--- src/rtl/regfile_write_arbiter.sv ---
// Arbitrates the single register-file write port between the pipeline writeback stage
// and a multi-cycle unit, with WAW ordering and a starvation limit for the MDU.
module regfile_write_arbiter #(
  parameter int unsigned STARVE_LIMIT = 4
) (
  input  logic        clk,
  input  logic        rst,
  input  logic        RegWriteW,
  input  logic [4:0]  RdW,
  input  logic [31:0] ResultW,
  input  logic        mdu_valid,
  input  logic [4:0]  mdu_rd,
  input  logic [31:0] mdu_data,
  output logic        mdu_ready,
  output logic        StallW,
  output logic        RegWrite,
  output logic [4:0]  Rd,
  output logic [31:0] Result
);

  localparam int unsigned CntW =
      ($clog2(STARVE_LIMIT + 1) > 3) ? $clog2(STARVE_LIMIT + 1) : 3;

  typedef enum logic [0:0] {StNormal, StForce} state_e;

  state_e            state_q, state_d;
  logic [CntW-1:0]   wait_cnt_q, wait_cnt_d, wait_inc;
  logic              preq, mreq, pipe_gnt, mdu_gnt;
  logic              reg_write_q, reg_write_d;
  logic [4:0]        rd_q, rd_d;
  logic [31:0]       result_q, result_d;

  always_comb begin
    preq       = RegWriteW && (RdW != 5'd0);
    mreq       = mdu_valid && (mdu_rd != 5'd0);
    wait_inc   = (wait_cnt_q == CntW'(STARVE_LIMIT)) ? wait_cnt_q : wait_cnt_q + CntW'(1);
    pipe_gnt   = 1'b0;
    mdu_gnt    = 1'b0;
    state_d    = state_q;
    wait_cnt_d = wait_cnt_q;

    case (state_q)
      StNormal: begin
        if (preq && mreq) begin
          // Same destination: the MDU instruction is older, so it must land first.
          if (RdW == mdu_rd) begin
            mdu_gnt = 1'b1;
          end else begin
            pipe_gnt   = 1'b1;
            wait_cnt_d = wait_inc;
            if (wait_inc == CntW'(STARVE_LIMIT)) state_d = StForce;
          end
        end else begin
          pipe_gnt = preq;
          mdu_gnt  = mreq;
        end
      end
      StForce: begin
        // A vanished MDU request simply falls back to NORMAL without a write.
        mdu_gnt    = mreq;
        state_d    = StNormal;
        wait_cnt_d = '0;
      end
      default: state_d = StNormal;
    endcase

    if (mdu_gnt) wait_cnt_d = '0;

    mdu_ready = mdu_gnt || (mdu_valid && (mdu_rd == 5'd0));
    StallW    = preq && !pipe_gnt;

    reg_write_d = pipe_gnt || mdu_gnt;
    rd_d        = rd_q;
    result_d    = result_q;
    if (mdu_gnt) begin
      rd_d     = mdu_rd;
      result_d = mdu_data;
    end else if (pipe_gnt) begin
      rd_d     = RdW;
      result_d = ResultW;
    end
  end

  always_ff @(posedge clk or posedge rst) begin
    if (rst) begin
      state_q     <= StNormal;
      wait_cnt_q  <= '0;
      reg_write_q <= 1'b0;
      rd_q        <= 5'd0;
      result_q    <= 32'd0;
    end else begin
      state_q     <= state_d;
      wait_cnt_q  <= wait_cnt_d;
      reg_write_q <= reg_write_d;
      rd_q        <= rd_d;
      result_q    <= result_d;
    end
  end

  assign RegWrite = reg_write_q;
  assign Rd       = rd_q;
  assign Result   = result_q;

endmodule

--- config.mk ---
export PLATFORM = sky130hd
export DESIGN_NAME = regfile_write_arbiter
export DESIGN_NICKNAME = d
export VERILOG_FILES = /design/src/rtl/regfile_write_arbiter.sv
export SDC_FILE = /design/constraint.sdc
export NUM_CORES = 1
export LEC_CHECK = 0
export ABC_AREA = 1
export ABC_CLOCK_PERIOD_IN_PS = 1300
export CORE_MARGIN = 5
export CORE_UTILIZATION = 37
export CTS_CLUSTER_DIAMETER = 60
export DETAILED_ROUTE_END_ITERATION = 8
export PLACE_DENSITY = 0.77
export SYNTH_ARGS = -nofsm -noshare
export SYNTH_HDL_FRONTEND = slang
export SYNTH_SLANG_ARGS = --single-unit
--- constraint.sdc ---
create_clock -name clk -period 1.3 [get_ports clk]
set_input_delay 0.26 -clock clk [delete_from_list [all_inputs] [get_ports clk]]
set_output_delay 0.26 -clock clk [all_outputs]
set_load 0.01 [all_outputs]
==> qor.csv <==
stage,metric,value,unit
critical_path,rr_endpoint,Result[25],
clocking,htree_levels,2,
critical_path,r2r_cells,9,
critical_path,path_cells,clkdlybuf4s50_1 > nand3_2 > inv_2 > nand2_2 > and3b_1 > buf_2,
worst_hold_path,min_path_type,input pin to flop,
critical_path,startpoint_type,input pin,
status,violations,negative setup slack,
detailed_routing,drc,0,
logic_synthesis,synth.avg_cell_area,6.99,µm²
cells_and_area,num_antenna_cells,0,
critical_path,timing.critical_path.to,StallW,
logic_synthesis,ys_types,20,
timing,hold_viol,0,
timing,fin_hold_ws,0.216,ns
grt,grt_pass1_wl,13.5,mm
timing,fmax,641,MHz
timing,final.period_utilization,120,%
logic_synthesis,ys_seq_area_share,44.0,%
grt,grt_start_max_net_pins,41,
critical_path,cpPeakStageDelay,0.50,ns
floorplan,dieHeight,90.4,µm
pwr,p_leak,0.00214,µW
pwr,cellPowerDensity,903,nW/µm²
logic_synthesis,synth_nets,422,
clocking,cts_buffers,5,
floorplan,die_area,8170,µm²
grt,antenna_found_initial,0,
clocking,postCtsHoldBufs,0,
detailed_routing,met2_length,4.43,mm
floorplan,fp.dieW,90.4,µm
timing,skew,0.00685,ns
clocking,clock-sinks,42,
critical_path,critical_path_class,input pin to output port,
timing,relSlewSlack,81.9,%
critical_path,end_kind,output port,
detailed_routing,avgRoutedWirePerCell,14.6,µm
detailed_routing,first_iter_violations,135,
logic_synthesis,synth_area,2390,µm²
grt,grt_pass1_vias,2890,
detailed_routing,routed_via_density,4.83,
logic_synthesis,synth_cells,342,
critical_path,r2r-start,state_q,
floorplan,core,6310,µm²
floorplan,row_count,29,
pwr,fin_total_pwr,3830,µW
floorplan,num_io_pins,118,
logic_synthesis,ys_ff_latch,42,
clocking,clk_pin_slew,0.08,ns
timing,drv_slew,0,
clocking,cts_tree,done,
detailed_routing,dr.pass1.iters,4,
critical_path,critPathMaxFanout,3,
grt,groute.usage.overall,19.9,%
detailed_routing,wl_met1,3.21,mm
critical_path,crit_required,1.04,ns
cells_and_area,register_area,1050,µm²
placed_design,dp_hpwl,5.14,mm
timing,fin_ws,-0.261,ns
logic_synthesis,yosys_warnings,0,
critical_path,slowest_stage,clkdlybuf4s50_1,
flow_run,cap_violations,0,
critical_path,r2r_setup_slack,-0.17,ns
cells_and_area,fill_cells,582,
cells_and_area,fin_nets,568,
detailed_routing,vias,2735,
clocking,clock_latency,0.29,ns
timing,min_period,1.56,ns
clocking,cts_root_buffer,clkbuf_8,
floorplan,start_util,37.9,%
critical_path,crit_arrival,1.30,ns
timing,max_slew.worst_pin.slew,0.271,ns
detailed_routing,routed.top_layer,met4,
status,status,finished with violations,
critical_path,crit_start,RegWriteW,
cells_and_area,multiInputGateArea,1140,µm²
timing,rsz0062_at_grt,true,
placed_design,io_buffers,117,
pwr,ir_drop,553,µV
clocking,clock_path_buffers,2,
detailed_routing,met3_length,515,µm
detailed_routing,routed_wirelength,8.27,mm
detailed_routing,detail-route-antenna-nets,0,
timing,finalSetupViolCount,40,
cells_and_area,drive_gt1_share,20.7,%
grt,grt-ovfl-total,0,
placed_design,gp_congestion,0.833,
cells_and_area,syn2layout_area_growth,77.4,%
registers in the layout (all words and copies together), names as in the netlist:
register	count
Rd	5
RegWrite	1
Result	32
state_q	1
wait_cnt_q	3
metrics by stage:
| step | setup TNS [ns] | utilization, % | instance area (µm²) | cells | setup slack, ns |
|---|---|---|---|---|---|
| finish | -6.17 | 67.2 | 4240 | 566 | -0.261 |
| global route | -8.80 | 67.2 | 4240 | 566 | -0.323 |
| CTS | -8.18 | 65.1 | 4110 | 562 | -0.242 |
| detailed placement | -29.59 | 59.1 | 3730 | 537 | -1.01 |
| global placement | -28.01 | 59.1 | 3730 | 537 | -0.966 |
| floorplan | -0.0111 | - | 2400 | 342 | -0.0111 |
synth_stat cells:
cell | number | area, µm²
a21oi_1 | 1 | 5.00
and3b_1 | 1 | 8.76
buf_2 | 9 | 45.0
buf_4 | 4 | 30.0
buf_6 | 4 | 45.0
clkbuf_1 | 3 | 11.3
dfrtp_1 | 42 | 1050
ha_1 | 2 | 25.0
inv_1 | 47 | 176
inv_2 | 2 | 7.51
nand2_1 | 91 | 342
nand2_2 | 4 | 25.0
nand3_1 | 78 | 390
nand4_1 | 1 | 6.26
nor2_1 | 45 | 169
nor3_1 | 1 | 5.00
o21ai_1 | 2 | 10.0
o22ai_1 | 2 | 12.5
xnor2_1 | 2 | 17.5
xor2_1 | 1 | 8.76
kinds of logic after synthesis:
logic type | Yosys count | share of synthesized area, %
fa+ha+maj | 2 | 1.05
simple gates | 221 | 39.6
buf+inv | 69 | 13.2
flops | 42 | 44.0
compound gates | 5 | 1.15
xor+xnor | 3 | 1.10
layout by cell type, fill, tap and decap left out, types with 2 or more instances in the layout:
master and n:
buf_12 5, buf_16 7, buf_2 4, buf_4 28
buf_6 8, buf_8 2, clkbuf_8 6, clkdlybuf4s50_1 67
dfrtp_1 42, dlygate4sd2_1 38, ha_4 2, inv_1 37
inv_2 11, nand2_1 87, nand2_2 7, nand3_1 75
nand3_2 3, nor2_1 34, nor2_2 9, nor2_4 2
o22ai_1 2, xnor2_1 2
worst min-delay path by stage:
| stage | from | to | slack [ns] | depth (start not counted) |
|---|---|---|---|---|
| final | mdu_rd[3] | Rd[3] | 0.22 | 3 |
| after global routing | mdu_rd[0] | Rd[0] | 0.23 | 3 |
| after CTS | mdu_rd[3] | Rd[3] | 0.21 | 3 |
| after detailed placement | Result[6] | Result[6] | 0.48 | 2 |
| after global placement | Result[6] | Result[6] | 0.48 | 2 |
| after floorplan | mdu_rd[0] | Rd[0] | 0.42 | 2 |
routing by layer:
| metal | track usage [%] | vias to the layer above |
|---|---|---|
| li1 | - | 1350 |
| met1 | 22.5 | 1282 |
| met2 | 36.6 | 94 |
| met3 | 5.33 | 9 |
| met4 | 5.21 | 0 |
| met5 | 0 | - |
critical path, delay by kind of cell:
kind          cells  cell delay [ns]
simple gates      3             0.33
buf+inv           3             0.71
power by group:
part / leakage [µW] / switching [µW] / internal [µW]
clock: 0.0000472 / 467 / 427
combinational: 0.00158 / 640 / 737
sequential: 0.000507 / 92.3 / 1470
area by class of cell:
| cell class | count | area share [%] |
|---|---|---|
| sequential | 42 | 24.8 |
| timing repair buffer | 159 | 38.8 |
| inverter | 49 | 4.96 |
| multi-input combinational | 231 | 26.9 |
| tap | 77 | 2.27 |
| clock inverter | 2 | 0.295 |
| clock buffer | 6 | 1.95 |
timing repair:
item                                   CTS  global route
setup buffers                           13             5
resized for setup                      127            24
gates cloned                             6             0
endpoints found under the hold margin    0             0
setup endpoints to repair               81            43
pin swaps                               18             8
No activity file was read; power rests on OpenSTA's default activity.
